**src/rtl/axi4_led_sched_pkg.sv**
```systemverilog
// Shared types and defaults for the AXI-activity LED blink-code scheduler.
// The counter width helper keeps the cycle counter just wide enough for the longest phase.
package axi4_led_sched_pkg;

  typedef enum logic [1:0] {
    S_IDLE = 2'd0,
    S_ON   = 2'd1,
    S_OFF  = 2'd2,
    S_GAP  = 2'd3
  } state_t;

  localparam int DEF_N_SLOTS    = 3;
  localparam int DEF_ON_CYCLES  = 12_500_000;
  localparam int DEF_OFF_CYCLES = 12_500_000;
  localparam int DEF_GAP_CYCLES = 50_000_000;

  function automatic int max3(input int a, input int b, input int c);
    int m;
    m = a;
    if (b > m) m = b;
    if (c > m) m = c;
    return m;
  endfunction

endpackage

```
**src/rtl/axi4_led_blink_sched_rr_arbiter.sv**
```systemverilog
// Combinational round-robin picker: first set request strictly after 'last',
// wrapping modulo N. The one-hot grant is only driven when 'valid' is high.
module rr_arbiter #(
  parameter int N = 3,
  localparam int IW = (N > 1) ? $clog2(N) : 1
) (
  input  logic [N-1:0]  req,
  input  logic [IW-1:0] last,
  input  logic          valid,
  output logic [N-1:0]  grant,
  output logic [IW-1:0] grant_idx,
  output logic          any_req
);

  logic          w_found;
  logic [IW-1:0] w_j;

  always_comb begin
    grant     = '0;
    grant_idx = '0;
    any_req   = |req;
    w_found   = 1'b0;
    w_j       = '0;
    for (int k = 1; k <= N; k++) begin
      w_j = IW'((int'(last) + k) % N);
      if (!w_found && req[w_j]) begin
        w_found   = 1'b1;
        grant_idx = w_j;
      end
    end
    for (int i = 0; i < N; i++) begin
      if (valid && w_found && (IW'(i) == grant_idx)) grant[i] = 1'b1;
    end
  end

endmodule

```
**src/rtl/axi4_led_blink_sched.sv**
```systemverilog
// Shares one LED between N AXI slots: each address handshake marks its slot pending,
// and a round-robin scheduler blinks slot i's code (i+1 pulses, then a gap).
module axi4_led_blink_sched
  import axi4_led_sched_pkg::*;
#(
  parameter int N_SLOTS    = DEF_N_SLOTS,
  parameter int ON_CYCLES  = DEF_ON_CYCLES,
  parameter int OFF_CYCLES = DEF_OFF_CYCLES,
  parameter int GAP_CYCLES = DEF_GAP_CYCLES,
  localparam int SW = (N_SLOTS > 1) ? $clog2(N_SLOTS) : 1
) (
  input  logic               clk,
  input  logic               reset,
  input  logic               en,
  input  logic [N_SLOTS-1:0] axi_arvalid,
  input  logic [N_SLOTS-1:0] axi_arready,
  input  logic [N_SLOTS-1:0] axi_awvalid,
  input  logic [N_SLOTS-1:0] axi_awready,
  output logic               LED,
  output logic               busy,
  output logic [SW-1:0]      cur_slot,
  output logic [N_SLOTS-1:0] pending
);

  localparam int CW = $clog2(max3(ON_CYCLES, OFF_CYCLES, GAP_CYCLES)) + 1;
  localparam int BW = $clog2(N_SLOTS + 1);
  localparam logic [CW-1:0] ON_LAST  = CW'(ON_CYCLES - 1);
  localparam logic [CW-1:0] OFF_LAST = CW'(OFF_CYCLES - 1);
  localparam logic [CW-1:0] GAP_LAST = CW'(GAP_CYCLES - 1);

  state_t             r_state, w_state_nxt;
  logic [CW-1:0]      r_cnt, w_cnt_nxt;
  logic [BW-1:0]      r_blinks, w_blinks_nxt;
  logic [SW-1:0]      r_cur, w_cur_nxt;
  logic [SW-1:0]      r_last, w_last_nxt;
  logic [N_SLOTS-1:0] r_pending, w_pending_nxt;
  logic               r_led;

  logic [N_SLOTS-1:0] w_act;
  logic [N_SLOTS-1:0] w_grant;
  logic [SW-1:0]      w_gidx;
  logic               w_any_req;
  logic               w_arb_valid;

  assign w_act       = (axi_arvalid & axi_arready) | (axi_awvalid & axi_awready);
  assign w_arb_valid = en && (r_state == S_IDLE);

  rr_arbiter #(.N(N_SLOTS)) u_arb (
    .req       (r_pending),
    .last      (r_last),
    .valid     (w_arb_valid),
    .grant     (w_grant),
    .grant_idx (w_gidx),
    .any_req   (w_any_req)
  );

  // A same-edge handshake re-arms a slot that is being granted (set wins).
  assign w_pending_nxt = en ? ((r_pending & ~w_grant) | w_act) : '0;

  always_comb begin
    w_state_nxt  = r_state;
    w_cnt_nxt    = r_cnt + CW'(1);
    w_blinks_nxt = r_blinks;
    w_cur_nxt    = r_cur;
    w_last_nxt   = r_last;
    case (r_state)
      S_IDLE: begin
        w_cnt_nxt = '0;
        if (|w_grant) begin
          w_state_nxt  = S_ON;
          w_cur_nxt    = w_gidx;
          w_last_nxt   = w_gidx;
          w_blinks_nxt = BW'(w_gidx) + BW'(1);
        end
      end
      S_ON: begin
        if (r_cnt == ON_LAST) begin
          w_state_nxt  = S_OFF;
          w_cnt_nxt    = '0;
          w_blinks_nxt = r_blinks - BW'(1);
        end
      end
      S_OFF: begin
        if (r_cnt == OFF_LAST) begin
          w_state_nxt = (r_blinks != '0) ? S_ON : S_GAP;
          w_cnt_nxt   = '0;
        end
      end
      S_GAP: begin
        if (r_cnt == GAP_LAST) begin
          w_state_nxt = S_IDLE;
          w_cnt_nxt   = '0;
        end
      end
      default: begin
        w_state_nxt = S_IDLE;
        w_cnt_nxt   = '0;
      end
    endcase
    if (!en) begin
      w_state_nxt = S_IDLE;
      w_cnt_nxt   = '0;
    end
  end

  always_ff @(posedge clk or posedge reset) begin
    if (reset) begin
      r_state   <= S_IDLE;
      r_cnt     <= '0;
      r_blinks  <= '0;
      r_cur     <= '0;
      r_last    <= SW'(N_SLOTS - 1);
      r_pending <= '0;
      r_led     <= 1'b0;
    end else begin
      r_state   <= w_state_nxt;
      r_cnt     <= w_cnt_nxt;
      r_blinks  <= w_blinks_nxt;
      r_cur     <= w_cur_nxt;
      r_last    <= w_last_nxt;
      r_pending <= w_pending_nxt;
      r_led     <= (w_state_nxt == S_ON);
    end
  end

  assign LED      = r_led;
  assign busy     = (r_state != S_IDLE);
  assign cur_slot = r_cur;
  assign pending  = r_pending;

endmodule
```
**config.mk**
```make
export PLATFORM = sky130hd
export DESIGN_NAME = axi4_led_blink_sched
export DESIGN_NICKNAME = d
export VERILOG_FILES = /design/src/rtl/axi4_led_sched_pkg.sv /design/src/rtl/axi4_led_blink_sched_rr_arbiter.sv /design/src/rtl/axi4_led_blink_sched.sv
export SDC_FILE = /design/constraint.sdc
export NUM_CORES = 1
export LEC_CHECK = 0
export ABC_CLOCK_PERIOD_IN_PS = 2800
export CORE_ASPECT_RATIO = 1.2
export CORE_MARGIN = 10
export CORE_UTILIZATION = 60
export CTS_BUF_LIST = sky130_fd_sc_hd__clkbuf_4
export DETAILED_ROUTE_END_ITERATION = 6
export PLACE_DENSITY = 0.84
export SYNTH_ARGS = -nofsm -noshare
export SYNTH_HDL_FRONTEND = slang
export SYNTH_SLANG_ARGS = --single-unit
```
**constraint.sdc**
```tcl
create_clock -name clk -period 2.8 [get_ports clk]
set_input_delay 0.28 -clock clk [delete_from_list [all_inputs] [get_ports clk]]
set_output_delay 0.28 -clock clk [all_outputs]
set_load 0.01 [all_outputs]
```
; After elaboration in Yosys (flattened, before gate mapping)
; Cells that the tools add are included.
[totals]
ff_bits = 39
input_bits = 15
output_inout_bits = 7
word_cells = 83
[op_classes]
n_addsub = 6
n_div = 3
order_cmp = 3
n_eq_ne = 10
muxes = 30
bitwise_logic = 6
reduce_logical = 18
[ops]
columns = operator, count
row1 = "32-bit by 3-bit modulo with 32-bit output, second input constant", 3
row2 = 27-bit two-way mux, 3
row3 = 27-bit case mux with 3 select lines, 1
row4 = "27-bit by 1-bit adder with 27-bit output, second input constant", 1
row5 = "27-bit by 24-bit equality test with 1-bit output, second input constant", 1
row6 = "27-bit by 26-bit equality test with 1-bit output, second input constant", 1
row7 = 2-bit two-way mux, 11
row8 = 3-bit AND, 3
row9 = "2-bit by 3-bit < comparator with 1-bit output, second input constant", 3
row10 = 1-bit two-way mux, 9
row11 = 2-bit case mux with 4 select lines, 1
row12 = 1-bit logical AND, 7
row13 = "2-bit by 2-bit adder with 3-bit output, second input constant", 2
row14 = 1-bit binary-select mux with 2-bit select, 3
row15 = 3-bit bitwise OR, 2
row16 = 2-bit nonzero test, 3
row17 = "2-bit by 1-bit equality test with 1-bit output, second input constant", 2
row18 = "2-bit equality test, second input constant", 2
row19 = 2-bit logical NOT, 2
row20 = 2-bit case mux with 2 select lines, 1
row21 = "2-bit by 1-bit adder with 3-bit output, second input constant", 1
row22 = 3-bit two-way mux, 1
row23 = 3-bit NOT, 1
row24 = 3-bit AND reduction, 1
row25 = other kinds (10), 11

; Depth between registers and ports, before layout
[depth]
word_depth = 19
mapped_depth = 14

; Cells and area by module
; From an unflattened synthesis, not the netlist that was laid out.
[hier_totals]
cells_unflattened = 254
hier_area_um2 = 2421.1
[by_module_without_submodules]
columns = module, n_inst, cells_each, area_each_um2, seq_area_each_um2
row1 = axi4_led_blink_sched, 1, 217, 2149.6, 952.2
row2 = rr_arbiter, 1, 37, 271.5, 0.0

; Worst setup path before layout
; OpenSTA, ideal clock, no wires.
[synth_timing]
kind = reg-to-reg
from = reg r_last[1]
to = reg r_blinks[1]
arrival_ns = 2.463
t_required_ns = 2.677
path_slack_ns = 0.214
path_stages_with_launch = 14
synth_period_minus_slack_ns = 2.586
path_cell_list = dfstp_2 -> inv_1 -> ha_1 -> buf_4 -> mux2i_1 -> o22ai_1 -> o22a_1 -> inv_1 -> ha_1 -> nor2_1 -> a21boi_4 -> buf_6 -> a22oi_2 -> o21ai_2
[synth_via]
elab_chain_cells = 17
word_cells_on_any_way = 38
cone_classes = add/sub (4) / div (3) / eq/ne (3) / mux (17) / reduce/logical (11)
[synth_rtl]
columns = element, line_no
row1 = "start, declared", axi4_led_blink_sched.sv:35  ; logic [SW-1:0] r_last, w_last_nxt;
row2 = "start signal, assigned", axi4_led_blink_sched.sv:112  ; r_last <= SW'(N_SLOTS - 1);
row3 = "start signal, assigned", axi4_led_blink_sched.sv:120  ; r_last <= w_last_nxt;
row4 = 2-bit by 1-bit adder with 3-bit output, axi4_led_blink_sched_rr_arbiter.sv:25  ; w_j = IW'((int'(last) + k) % N);
row5 = 32-bit by 3-bit modulo with 32-bit output, axi4_led_blink_sched_rr_arbiter.sv:25
row6 = 1-bit binary-select mux with 2-bit select, axi4_led_blink_sched_rr_arbiter.sv:26  ; if (!w_found && req[w_j]) begin
row7 = 1-bit two-way mux (not written as such), axi4_led_blink_sched_rr_arbiter.sv:26
row8 = 1-bit two-way mux, axi4_led_blink_sched_rr_arbiter.sv:26
row9 = 1-bit logical NOT, axi4_led_blink_sched_rr_arbiter.sv:26
row10 = 1-bit logical AND, axi4_led_blink_sched_rr_arbiter.sv:26
row11 = 1-bit two-way mux, axi4_led_blink_sched_rr_arbiter.sv:26
row12 = (+2 left out), n/a
row13 = 2-bit two-way mux (*), axi4_led_blink_sched_rr_arbiter.sv:26
row14 = named net u_arb.grant_idx[1], axi4_led_blink_sched_rr_arbiter.sv:11  ; output logic [IW-1:0] grant_idx,
row15 = 1-bit by 2-bit equality test with 1-bit output (tied with other cells), axi4_led_blink_sched_rr_arbiter.sv:32  ; if (valid && w_found && (IW'(i) == grant_idx)) grant[i] = 1'b1;
row16 = 1-bit logical AND, axi4_led_blink_sched_rr_arbiter.sv:32
row17 = 1-bit two-way mux, axi4_led_blink_sched_rr_arbiter.sv:32
row18 = 3-bit OR reduction, axi4_led_blink_sched.sv:69  ; if (|w_grant) begin
row19 = 2-bit by 1-bit != test with 1-bit output (no source line), n/a
row20 = 3-bit AND reduction (no source line), n/a
row21 = "end signal, assigned", axi4_led_blink_sched.sv:118  ; r_blinks <= w_blinks_nxt;
row22 = "end, declared", axi4_led_blink_sched.sv:33  ; logic [BW-1:0] r_blinks, w_blinks_nxt;
; The timed path passes the listed nets; every way through them passes the cells marked *. The select of a mux whose other input is x is not followed.
; A chain may end at the register's enable or synchronous reset.

==> results by group <==
Setup path
  – Combined buffer and inverter count along the critical path: 2
  – Critical Path Fanout Max: 7
  – Data required time of the worst path: 3050 ps
  – Delay of the slowest cell on the worst path: about 430 ps
  – Slowest cell on crit path: dfrtp_1
  – Type of element capturing the critical path: flop
  – Critical path arrival: 2930 ps
  – Gate family responsible for the most delay along the worst path: compound AO/OA/AOI/OAI gates
  – Worst setup SP type: flop
  – Startpoint-to-endpoint class of the critical path: flop to flop
  – Cell-by-cell trace of the critical path: inv_1, ha_4, mux2_4, mux2_4, a21oi_1, o22ai_2, inv_1, ha_1, nor2_2, a21boi_4, o22ai_1, and2_1

Logic synthesis
  – Post-synthesis adder-cell area fraction: 6.65%
  – Synth top area share: between 30% and 40%
  – Sequential cell area fraction in the yosys report: 38.9%
  – Compound-gate portion of the synthesized area: 12.4%
  – EDFF count, synth: 0
  – Post-Syn Area: 2440 µm²
  – Combinational family with the most area after synthesis: simple AND/OR/NAND/NOR gates
  – Biggest area consumer among synthesized cells: dfrtp_1
  – Cells after Synth: 262
  – Synth Net Count: 290
  – Average cell area after synthesis: a little over 9 µm²
  – Multiplexer fraction of the synthesized cell area: 2.66%
  – Predominant post-synthesis flop cell: dfrtp_1
  – Share of synthesized registers carrying an async set or reset: 100%
  – Largest cells by area after synthesis: dfrtp_1 (38%), ha_1 (6.7%), xor2_1 (5.7%), nor2_1 (5.4%), nand2_1 (3.8%)
  – Xor/xnor share of the synthesized area: about 8%
  – Number of unique standard cell types used by synthesis: 55
  – Post-synthesis share of cell area spent on and, or, nand and nor gates: 26.2%
  – Yosys reg bits: 38
  – Number of warnings printed during yosys synthesis: 0

Place
  – Count of input and output buffers: 21
  – Placed cells: between 300 and 400
  – Global placer's final weighted congestion: 0.923
  – Detailed placement HPWL: slightly below 4000 µm
  – Setup WS pre-CTS: 48.4 ps

Hold path
  – Tightest Hold Check Type: input pin to async pin

Pwr
  – Power Dens Cells: 728 nW/µm²
  – Leak Pwr: 0.00116 µW
  – Overall power after layout: ~2100 µW
  – Max VDD drop: 0.689 mV

Layout
  – Leading cell type in the layout, fill and taps excluded: dfrtp_1
  – Footprint of the multi-input gates: about 1400 µm²
  – Signed area change from the synthesized netlist to the final layout: 18.1%
  – Final antenna diode count: 0
  – Most used cells in the layout excluding fill and tap cells: dfrtp_1 (37), nor2_1 (34), nand2_1 (25)
  – Reg area: 952 µm²
  – Number of non-filler instances in the completed layout: 348
  – Final Net Count: 321
  – Filler instances: between 300 and 400
  – Share of layout cells above drive strength 1: 14.3%
  – Final core utilization: 73.2%

Die
  – Effective utilization at floorplan: 62.0%
  – Core area: about 4000 µm²
  – IO Pins: 22
  – Number of placement rows: 25
  – Die area: 7040 µm²
  – Die Width: between 70 and 80 µm
  – DIE HEIGHT: ~90 µm

Clock tree
  – H-tree levels: 2
  – TritonCTS clock tree: yes
  – Maximum clock insertion buffer count: 2
  – Total number of clock tree sinks: 38
  – CTS Root Buffer Type: clkbuf_4
  – Register clock-pin slew on the reported worst setup and hold paths: 120 ps
  – Total CTS buffers: 5
  – Worst-Skew Late Latency: 360 ps

Route
  – Total via count in the routed design: 2029
  – Post-route DRC violation count: 0
  – Number of antenna-violating nets in the routed design: 0
  – Drt total wl: 5480 µm
  – Number of violations reported at the end of detailed-routing iteration 0: about 110
  – Number of detailed-route iterations in the first pass: 5
  – Drt via density: a little under 6
  – Wire length per cell after detailed routing: 15.7 µm

Global routing
  – Largest net degree at the start of global routing: 39
  – Global-route wire length before repair: 9290 µm
  – Global router's overall resource usage: approximately 16%
  – Gr ovfl total: 0
  – Number of antenna violations at the first check in global routing: 0
  – Number of global-route vias before repair: 2017

Timing
  – Worst-margin pin slew: a little under 500 ps
  – RSZ-0062 raised after global routing: true
  – Maximum achievable frequency: 0.374 GHz
  – Final critical delay including setup and external delays: 2670 ps
  – Worst clock skew: 10.5 ps
  – Minimum hold slack: 315 ps
  – Slew Limit Fails: 0
  – Final worst-path setup slack: 126 ps
  – Final setup violation count: 0
  – Slew margin rel.: roughly two thirds
  – Final-report hold violation count: 0
  – Portion of the clock cycle consumed by the worst path in the final layout: 95.5%

Status
  – Status: finished clean

Job
  – Number of violations of the max-capacitance limit: 0
## cell type report
type                       instances  area share (%)
multi-input combinational        200            48.5
sequential                        38            33.0
timing repair buffer              34            10.7
clock inverter                     3            2.38
tap                               54            2.34
inverter                          14            1.82
clock buffer                       5            1.30
## stage by stage
stage	setup TNS (ps)	area, µm²
after detailed placement	0	2740
after floorplan	0	2440
final	0	2890
after global placement	0	2740
after global routing	-35.1	2890
after CTS	0	2840
## registers in the layout (all words and copies together), names as in the netlist
| signal | cells |
|---|---|
| r_cnt | 27 |
| pending | 3 |
| cur_slot | 2 |
| r_blinks | 2 |
| r_state | 2 |
| LED | 1 |
| r_last | 1 |
## report_power, final
part / switching, µW / leakage, µW / total, µW / internal, µW
Clock: 192 / 0.0000554 / 471 / 279
Sequential: 52.1 / 0.000515 / 657 / 605
Combinational: 518 / 0.000593 / 973 / 454
Total: 762 / 0.00116 / 2100 / 1340
## worst paths after layout
path / from / end / slack (ps) / cells past startpoint
worst max-delay path: cur_slot[0]$_DFFE_PP0P_ / r_state[1]$_DFF_PP0_ / 130 / 12
worst min-delay path: reset / r_cnt[18]$_DFF_PP0_ / 310 / 3
worst max register to register: cur_slot[0]$_DFFE_PP0P_ / r_state[1]$_DFF_PP0_ / 130 / 12
worst min register to register: r_cnt[0]$_DFF_PP0_ / r_cnt[0]$_DFF_PP0_ / 520 / 1
max in group asynchronous: reset / r_last[1]$_DFFE_PP1P_ / 2120 / 3
min in group clk: r_cnt[0]$_DFF_PP0_ / r_cnt[0]$_DFF_PP0_ / 520 / 1
## Yosys cell counts, types with 2 or more instances
cell,count
mux2i_1,2
nor3_2,2
o31ai_1,3
o21ai_0,4
a222oi_1,2
o211ai_1,3
a221oi_1,2
a21o_1,2
o22ai_1,3
and2_1,2
and4_1,4
ha_1,13
nor4b_1,3
nand2b_1,4
nor4_1,2
inv_1,14
nand3_1,10
buf_6,2
xor2_1,16
a21oi_1,6
buf_2,2
nand4_1,9
nor2_1,35
o21ai_1,2
nor3b_1,2
nor2b_1,8
and3_1,2
clkbuf_1,2
dfrtp_1,37
nand3b_1,2
nand2_1,25
mux2_4,3
buf_4,3
nor3_1,4
xnor2_1,7
## routing by layer
metal,GRT usage (%),share of wire [%]
met1,18.5,43
met2,26.9,50
met3,3.59,4.2
met4,5.24,2.3
met5,0,0
## worst register-to-register path: stages (launching register included)
cell      delay (ps)
dfrtp_1          430
inv_1            160
ha_4             160
mux2_4           300
mux2_4           300
a21oi_1          170
o22ai_2          120
inv_1             80
ha_1             180
nor2_2            70
a21boi_4         270
o22ai_1          170
and2_1           170
## repair_timing
| item | in CTS | in global routing |
|---|---|---|
| hold buffers | 0 | 0 |
| gates resized for setup | 0 | 7 |
| endpoints found under the setup margin | 0 | 8 |
| setup buffers | 0 | 2 |
## cells by family after synthesis
logic type / count (synthesis)
multiplexers: 5
buffers and inverters: 24
AO/OA/AOI/OAI: 39
flip-flops: 38
XOR/XNOR: 23
AND/OR/NAND/NOR: 120
adder cells (fa/ha/maj): 13
(Power assumes the default switching activity.)
